**src/rtl/C.sv**
```systemverilog
// Core-wide types shared by the front end.
// Purpose: defines the decoded-instruction record (si_t) and the
// single-instruction RV32I decoder that every decode lane instantiates.
// Contents:
//   XLEN   - architectural register / PC width
//   si_t   - decoded instruction record passed from decode to rename
//   decode - pure function: raw 32-bit word + PC -> si_t
package C;

  localparam int XLEN = 32;

  typedef struct packed {
    logic            valid;     // 0 = illegal encoding, trap at retire
    logic [XLEN-1:0] pc;
    logic [31:0]     instr;
    logic [4:0]      rd;
    logic            rd_valid;  // writes a real register (never x0)
    logic [4:0]      rs1;
    logic [4:0]      rs2;
    logic [XLEN-1:0] imm;
    logic            is_nop;    // canonical NOP or architectural hint
  } si_t;

  localparam logic [6:0] OP_LUI    = 7'b0110111;
  localparam logic [6:0] OP_AUIPC  = 7'b0010111;
  localparam logic [6:0] OP_JAL    = 7'b1101111;
  localparam logic [6:0] OP_JALR   = 7'b1100111;
  localparam logic [6:0] OP_BRANCH = 7'b1100011;
  localparam logic [6:0] OP_LOAD   = 7'b0000011;
  localparam logic [6:0] OP_STORE  = 7'b0100011;
  localparam logic [6:0] OP_IMM    = 7'b0010011;
  localparam logic [6:0] OP_REG    = 7'b0110011;
  localparam logic [6:0] OP_FENCE  = 7'b0001111;
  localparam logic [6:0] OP_SYSTEM = 7'b1110011;

  function automatic si_t decode(input logic [31:0] instr, input logic [XLEN-1:0] pc);
    si_t        s;
    logic [6:0] op;
    logic [2:0] f3;
    logic [6:0] f7;
    logic       writesRd;
    s        = '0;
    op       = instr[6:0];
    f3       = instr[14:12];
    f7       = instr[31:25];
    writesRd = 1'b0;
    s.valid  = 1'b1;
    s.pc     = pc;
    s.instr  = instr;
    s.rd     = instr[11:7];
    s.rs1    = instr[19:15];
    s.rs2    = instr[24:20];
    case (op)
      OP_LUI, OP_AUIPC: begin
        s.imm    = {instr[31:12], 12'b0};
        writesRd = 1'b1;
      end
      OP_JAL: begin
        s.imm    = {{11{instr[31]}}, instr[31], instr[19:12], instr[20], instr[30:21], 1'b0};
        writesRd = 1'b1;
      end
      OP_JALR: begin
        s.imm    = {{20{instr[31]}}, instr[31:20]};
        writesRd = 1'b1;
        s.valid  = (f3 == 3'd0);
      end
      OP_BRANCH: begin
        s.imm   = {{19{instr[31]}}, instr[31], instr[7], instr[30:25], instr[11:8], 1'b0};
        s.valid = (f3 != 3'd2) && (f3 != 3'd3);
      end
      OP_LOAD: begin
        s.imm    = {{20{instr[31]}}, instr[31:20]};
        writesRd = 1'b1;
        s.valid  = f3 inside {3'd0, 3'd1, 3'd2, 3'd4, 3'd5};
      end
      OP_STORE: begin
        s.imm   = {{20{instr[31]}}, instr[31:25], instr[11:7]};
        s.valid = (f3 <= 3'd2);
      end
      OP_IMM: begin
        s.imm    = {{20{instr[31]}}, instr[31:20]};
        writesRd = 1'b1;
        // shift-immediates reuse the upper bits as funct7
        if (f3 == 3'd1)      s.valid = (f7 == 7'h00);
        else if (f3 == 3'd5) s.valid = (f7 == 7'h00) || (f7 == 7'h20);
      end
      OP_REG: begin
        writesRd = 1'b1;
        s.valid  = (f7 == 7'h00) || ((f7 == 7'h20) && ((f3 == 3'd0) || (f3 == 3'd5)));
      end
      OP_FENCE: begin
        s.imm = {{20{instr[31]}}, instr[31:20]};
      end
      OP_SYSTEM: begin
        s.imm    = {{20{instr[31]}}, instr[31:20]};
        writesRd = (f3 != 3'd0);
      end
      default: s.valid = 1'b0;
    endcase
    // computational ops that target x0 have no effect: treat them as NOPs
    s.is_nop   = s.valid && (s.rd == 5'd0) &&
                 ((op == OP_IMM) || (op == OP_REG) || (op == OP_LUI) || (op == OP_AUIPC));
    s.rd_valid = s.valid && writesRd && (s.rd != 5'd0);
    return s;
  endfunction

endpackage

```
**src/rtl/decode_queue.sv**
```systemverilog
// decode_queue: N-wide decode stage between fetch and rename.
// Decodes up to NLANES instructions per cycle, compacts the active lanes in
// program order into a DEPTH-entry circular queue and exposes the NLANES
// oldest entries to rename. Intake stops after an illegal instruction until
// a flush, so the trap retires in order with nothing queued behind it.
// Ports:
//   clk_i, rst_i          clock, async active-high reset
//   flush_i               empty queue, return to RUN
//   fetch_valid_i/_ready_o fetch packet handshake
//   pc_i, data_i          lane-0 PC and raw instruction words
//   lane_mask_i           active lanes (any pattern)
//   si_o, si_valid_o      head window, thermometer valid
//   pop_i                 entries consumed from the head this cycle
//   count_o               registered occupancy
//   halted_o              intake halted on an illegal instruction
module decode_queue #(
  parameter int NLANES = 2,
  parameter int DEPTH  = 8,
  parameter int CW     = $clog2(DEPTH + 1),
  parameter int PW     = $clog2(NLANES + 1)
) (
  input  logic                     clk_i,
  input  logic                     rst_i,
  input  logic                     flush_i,
  input  logic                     fetch_valid_i,
  output logic                     fetch_ready_o,
  input  logic [C::XLEN-1:0]       pc_i,
  input  logic [NLANES-1:0][31:0]  data_i,
  input  logic [NLANES-1:0]        lane_mask_i,
  output C::si_t [NLANES-1:0]      si_o,
  output logic [NLANES-1:0]        si_valid_o,
  input  logic [PW-1:0]            pop_i,
  output logic [CW-1:0]            count_o,
  output logic                     halted_o
);

  localparam int AW = $clog2(DEPTH);
  localparam int XL = C::XLEN;

  typedef enum logic {RUN, HALT} state_e;

  state_e          state_q, state_d;
  logic [AW-1:0]   headPtr_q, headPtr_d, tailPtr_q, tailPtr_d;
  logic [CW-1:0]   count_q, count_d;
  logic [CW-1:0]   popEff, freeSlots;
  C::si_t          mem_q [DEPTH];
  C::si_t          dec [NLANES];
  logic [NLANES-1:0] wrEn;
  logic [AW-1:0]   wrIdx [NLANES];
  logic [PW-1:0]   enqCount;
  logic            accept, haltHit;

  // ready depends only on registered state so pop/flush never reach it
  assign freeSlots     = CW'(DEPTH) - count_q;
  assign fetch_ready_o = (state_q == RUN) && (freeSlots >= CW'(NLANES));
  assign accept        = fetch_valid_i && fetch_ready_o && !flush_i;
  assign popEff        = (CW'(pop_i) > count_q) ? count_q : CW'(pop_i);
  assign halted_o      = (state_q == HALT);
  assign count_o       = count_q;

  // Per-lane decode and compaction: each active lane takes the next free
  // slot; the first illegal lane is kept and everything above it is dropped.
  always_comb begin
    enqCount = '0;
    haltHit  = 1'b0;
    wrEn     = '0;
    for (int k = 0; k < NLANES; k++) begin
      dec[k]   = C::decode(data_i[k], pc_i + XL'(4 * k));
      wrIdx[k] = tailPtr_q + AW'(enqCount);
      if (accept && lane_mask_i[k] && !haltHit) begin
        wrEn[k]  = 1'b1;
        enqCount = enqCount + PW'(1);
        if (!dec[k].valid) haltHit = 1'b1;
      end
    end
  end

  // Next-state: flush overrides enqueue, pop and halt in the same cycle.
  always_comb begin
    state_d   = state_q;
    headPtr_d = headPtr_q;
    tailPtr_d = tailPtr_q;
    count_d   = count_q;
    if (flush_i) begin
      state_d   = RUN;
      headPtr_d = '0;
      tailPtr_d = '0;
      count_d   = '0;
    end else begin
      headPtr_d = headPtr_q + AW'(popEff);
      tailPtr_d = tailPtr_q + AW'(enqCount);
      count_d   = count_q + CW'(enqCount) - popEff;
      if (haltHit) state_d = HALT;
    end
  end

  always_ff @(posedge clk_i or posedge rst_i) begin
    if (rst_i) begin
      state_q   <= RUN;
      headPtr_q <= '0;
      tailPtr_q <= '0;
      count_q   <= '0;
    end else begin
      state_q   <= state_d;
      headPtr_q <= headPtr_d;
      tailPtr_q <= tailPtr_d;
      count_q   <= count_d;
    end
  end

  // Entry storage carries no reset; validity comes from count_q alone.
  always_ff @(posedge clk_i) begin
    for (int k = 0; k < NLANES; k++) begin
      if (wrEn[k]) mem_q[wrIdx[k]] <= dec[k];
    end
  end

  always_comb begin
    for (int k = 0; k < NLANES; k++) begin
      si_o[k]       = mem_q[headPtr_q + AW'(k)];
      si_valid_o[k] = (CW'(k) < count_q);
    end
  end

  always @(posedge clk_i) begin
    if (!rst_i) begin
      assert ((int'(count_q) + int'(enqCount) >= int'(popEff)) &&
              (int'(count_q) + int'(enqCount) - int'(popEff) <= DEPTH))
        else $error("decode_queue: occupancy out of range");
    end
  end

endmodule

```
**config.mk**
```make
export PLATFORM = sky130hd
export DESIGN_NAME = decode_queue
export DESIGN_NICKNAME = d
export VERILOG_FILES = /design/src/rtl/C.sv /design/src/rtl/decode_queue.sv
export SDC_FILE = /design/constraint.sdc
export NUM_CORES = 2
export LEC_CHECK = 0
export BUFFER_PORTS_ARGS = -buffer_cell sky130_fd_sc_hd__buf_4
export CAP_MARGIN = 10
export CORE_MARGIN = 4
export CORE_UTILIZATION = 45
export DETAILED_ROUTE_END_ITERATION = 10
export GPL_ROUTABILITY_DRIVEN = 1
export HOLD_SLACK_MARGIN = 0.15
export PLACE_DENSITY_LB_ADDON = 0.2
export SETUP_SLACK_MARGIN = 0.4
export SYNTH_ARGS = -nofsm -noshare
export SYNTH_HDL_FRONTEND = slang
export SYNTH_SLANG_ARGS = --single-unit
```
**constraint.sdc**
```tcl
create_clock -name clk_i -period 21.9 [get_ports clk_i]
set_input_delay 6.57 -clock clk_i [delete_from_list [all_inputs] [get_ports clk_i]]
set_output_delay 6.57 -clock clk_i [all_outputs]
set_load 0.05 [all_outputs]
```
# [Yosys cells after proc, flatten, opt, wreduce, memory -nomap -nowiden]
# Memory sizes are Yosys's and may differ from the RTL's.
# Cells that the tools add are included.
[word_totals] output_inout_bits=236 wordCells=138 in_bits=104 n_memories=1 mem_bits_rw=912 reg_bits=11
[memory_table] name="mem_q" depth=8 word_bits=114 rd=2 rd_ports_with_merged_regs=0 write_ports=2 line="decode_queue.sv:46" text="C::si_t mem_q [DEPTH];"
[op_classes] n_eq_ne=36 reduce_logical=53 addsub=9 muxes=28 magnitude_cmp=6 n_bitwise=1
[ops] operator="32-bit one-hot mux with 5 select lines" count=2
[ops] operator="7-bit by 6-bit equality test with 1-bit output, second input constant" count=8
[ops] operator="7-bit equality test, second input constant" count=8
[ops] operator="32-bit by 3-bit adder with 32-bit output, second input constant" count=1
[ops] operator="7-bit by 5-bit equality test with 1-bit output, second input constant" count=4
[ops] operator="5-bit nonzero test" count=4
[ops] operator="5-bit OR reduction" count=4
[ops] operator="1-bit logical AND" count=18
[ops] operator="1-bit two-way mux" count=17
[ops] operator="7-bit by 2-bit equality test with 1-bit output, second input constant" count=2
[ops] operator="7-bit by 4-bit equality test with 1-bit output, second input constant" count=2
[ops] operator="7-bit zero test" count=2
[ops] operator="1-bit one-hot mux with 7 select lines" count=2
[ops] operator="7-bit OR reduction" count=2
[ops] operator="3-bit equality test, second input constant" count=4
[ops] operator="1-bit logical OR" count=12
[ops] operator="3-bit by 2-bit != test with 1-bit output, second input constant" count=4
[ops] operator="5-bit zero test" count=2
[ops] operator="1-bit by 4-bit less-than comparator with 1-bit output, first input constant" count=2
[ops] operator="4-bit two-way mux" count=2
[ops] operator="3-bit by 2-bit adder with 3-bit output" count=2
[ops] operator="3-bit by 1-bit equality test with 1-bit output, second input constant" count=2
[ops] operator="3-bit by 2-bit equality test with 1-bit output, second input constant" count=2
[ops] operator="3-bit by 2-bit less-or-equal comparator with 1-bit output, second input constant" count=2
[ops] operator="17 further kinds" count=23

# [Depth between registers and ports, before layout]
[depth] depth_word=13 ltp_mapped=20 depth_no_buf=17

# [Worst setup path before layout]
# Ideal clock, no wire load.
[synth_path] kind="input to register" from="in flush_i" to="mem mem_q[0][0] in the netlist's numbering (enable)" path_slack_ps=4015 stages=3 t_arrival_ps=17060 setup_ps=825 n_path_buf=0 required_ps=21075 cell_sequence="nand3b_1 or3_4 o41ai_1"
[synth_rtl] item="start, declared" line="decode_queue.sv:24" text="input logic flush_i,"
[synth_rtl] item="end, declared" line="decode_queue.sv:46"

==> reports/qor.txt <==
CTS tree: yes
Proportion of synthesized area in mux cells: 36.0%
Area contributors post-synth: edfxtp_1 (49%), mux4_2 (18%), mux2_2 (8.2%), mux2i_1 (5.9%), xnor2_1 (2.7%)
Logic pwr share: 56.8%
DR pass1 iterations: 6
Antenna-violating nets left: 0
Vias per cell: 6.58
Postcts setup bufs: 0
Crit path required time: 22.18 ns
Total Routed Length: 156000 um
Top cell type's share of synthesized area: 48.7%
Vias in the first global route: 32184
MaxCap Viol Count: 0
Hold Path Class: flip-flop to flip-flop
Power Internal: 4250 uW
Yosys reg bits: 803
Final setup viols: 0
Initial antenna violation count: 7
Slew @ Worst Pin: 1.34 ns
Die ar.: 0.114 sq mm
Initial core utilization: 45.5%
Simple-gate share of the synthesized area: 4.88%
Post-synthesis adder-cell area fraction: 0.585%
FP Rows: 120
Peak VDD IR: 0.192 mV
Htree depth: 3
Area grow syn2layout: 12.6%
Core Footprint: 0.107 sq mm
Grt ovf: 0
Layout cell share with drive strength beyond 1: 41.8%
Number of failing hold endpoints at the final stage: 0
Port bufs: 339
Clk sinks: 803
Clk buf depth: 3
Via count: 31257
Post-synth top area cell: edfxtp_1
Synth Area in XOR/XNOR: 3.84%
Pwr Density: 142 mW/mm^2
Placed inst area: 0.0520 sq mm
RSZ-0062 raised after global routing: false
Post-Syn Area per Cell: 15.5 sq um
Slew Limit Fails: 0
Die height: 337 um
Syn_nets: 3270
Psw: 3530 uW
Largest net degree at the start of global routing: 139
Drt wl/cell: 32.7 um
IO Count: 340
Hold_buf cts: 0
Post_cts resized: 0
DRC viols: 0
Setup crit end kind: flip-flop
Compound-gate portion of the synthesized area: 1.51%
Synthesized area: 0.0488 sq mm
Clk Latency, worst-skew pair: 0.68 ns
Final worst-path cycle share: 52.6%
Gr usage total: 27.0%
Netlist cell types: 75
CP Max Fanout: 42
Total CTS buffers: 91
Relative slew slack: 10.9%
Layout Nets: 3396
Commonest non-fill, non-tap cell in the layout: edfxtp_1
Fmax: 86.8 MHz
Clk pwr share: 19.8%
Die extent in x: 337 um
Outcome: finished, final reports clean
EDFF count, synth: 792
Sw Ratio: 45.4%
Setup_tns: 0 ns
Clock skew: 0.0306 ns
First-pass GRT wire length: 224000 um
GPL Wtd Cong: 0.874
Share of power burned in registers: 23.3%
CTS clk-pin slew, worst paths: 0.06 ns
Most frequent cells in the layout: edfxtp_1 (792), mux4_2 (396), buf_4 (391)
Pleak: 0.0178 uW
Final worst path period need: 11.52 ns
CP startpoint kind: primary input
Post-synth ARST share: 1.37%
Cells after Synth: 3145
Syn. warnings: 0
Main combinational cell family by area after synthesis: multiplexers
Final Cell Area: 0.0549 sq mm
Synth Flop Type: edfxtp_1
Sequential fraction of the synthesis area: 49.3%
Fill count: 8845
Clock root cell: clkbuf_16
Hpwl dp: 97000 um
WP data arrival: 11.80 ns
Kind of critical path: primary input to flip-flop
DRT iter0 DRCs: 3451
-- kinds of logic after synthesis --
group	count (synthesis)
multiplexers	1169
flip-flops	803
AND/OR/NAND/NOR	432
buffers and inverters	386
XOR/XNOR	214
AO/OA/AOI/OAI	120
adder cells (fa/ha/maj)	21
-- synth_stat cells, drive strengths merged (4+ instances only) --
library cell  instances
and2                  8
nor2b                13
a22oi                10
and3                 18
o21a                  4
nand2                53
mux2i               288
xor2                 65
mux4                396
ha                   18
xnor2               149
edfxtp              792
nor4                 23
o21ai                23
clkbuf              177
dfrtp                11
a21oi                50
and4                  8
a211oi                4
or4                   5
nand3                71
nor2                 50
nor3                 63
nand2b                7
and3b                 5
inv                  22
or2                   7
or3                   7
nand4                84
buf                 185
mux2                485
-- worst max-delay path, cell delays in order --
cell and delay, ns:
buf_4 0.16, nand3b_1 0.16, or3_4 0.45, inv_2 0.16, ha_1 0.17, ha_1 0.19, xor2_1 0.34, and2_1 0.40
nand2b_1 0.40, nor3_4 0.22, buf_4 0.58, or2_4 0.62, buf_4 0.53, buf_4 0.72
-- metal layers --
layer  part of all wire, %  global-route usage [%]  wire length, um  up-vias
li1                      -                       -                -    12868
met1                    39                    35.8            61400    16480
met2                    49                    45.1            76000     1589
met3                   7.9                    4.59            12400      320
met4                   3.7                    9.51             5830        0
met5                     0                       0                0        -
-- worst paths after layout --
check	from	to	slack (ns)	depth (start not counted)
max in group asynchronous	rst_i	headPtr_q[0]	15.62	2
max	flush_i	mem_q[6][107]	10.38	14
min in group asynchronous	rst_i	tailPtr_q[2]	5.93	2
min	halted_o	halted_o	0.61	2
min reg2reg	halted_o	halted_o	0.61	2
max reg2reg	count_o[1]	mem_q[6][107]	15.35	16
-- metrics by stage --
step | utilization (%) | setup slack [ns] | instances | power [uW] | hold WS, ns
6_report | 51.2 | 10.38 | 4753 | 7790 | 0.611
3_5_place_dp | 48.4 | 9.72 | 4580 | 6300 | 0.610
5_1_grt | 51.2 | 10.16 | 4752 | 8050 | 0.700
3_3_place_gp | 48.4 | 9.84 | 4580 | 6280 | 0.603
2_1_floorplan | - | 4.01 | 3145 | 5030 | 0.612
4_1_cts | 51.1 | 10.42 | 4746 | 7850 | 0.626
-- power groups by stage --
stage / clock network (uW) / registers [uW] / logic [uW]
global route: 1630 / 1820 / 4590
CTS: 1560 / 1820 / 4470
floorplan: 0 / 1820 / 3210
detailed placement: 0 / 1850 / 4450
finish: 1540 / 1820 / 4430
global placement: 0 / 1840 / 4430
-- sequential cells by signal, summed over array words and instances, names as in the netlist --
register and cells:
mem_q 792, headPtr_q 3, tailPtr_q 3, count_o 4, halted_o 1
-- area by class of cell --
class / instances / area [sq um] / area share, %
Multi-Input combinational cell: 1956 / 23000 / 41.9
Tap cell: 1403 / 1760 / 3.20
Timing Repair Buffer: 395 / 3020 / 5.49
Sequential cell: 803 / 24100 / 43.8
Clock inverter: 63 / 623 / 1.13
Clock buffer: 103 / 2320 / 4.23
Inverter: 24 / 90.1 / 0.164
Antenna cell: 6 / 15.0 / 0.0273
Power figures use the tool's default switching activity.
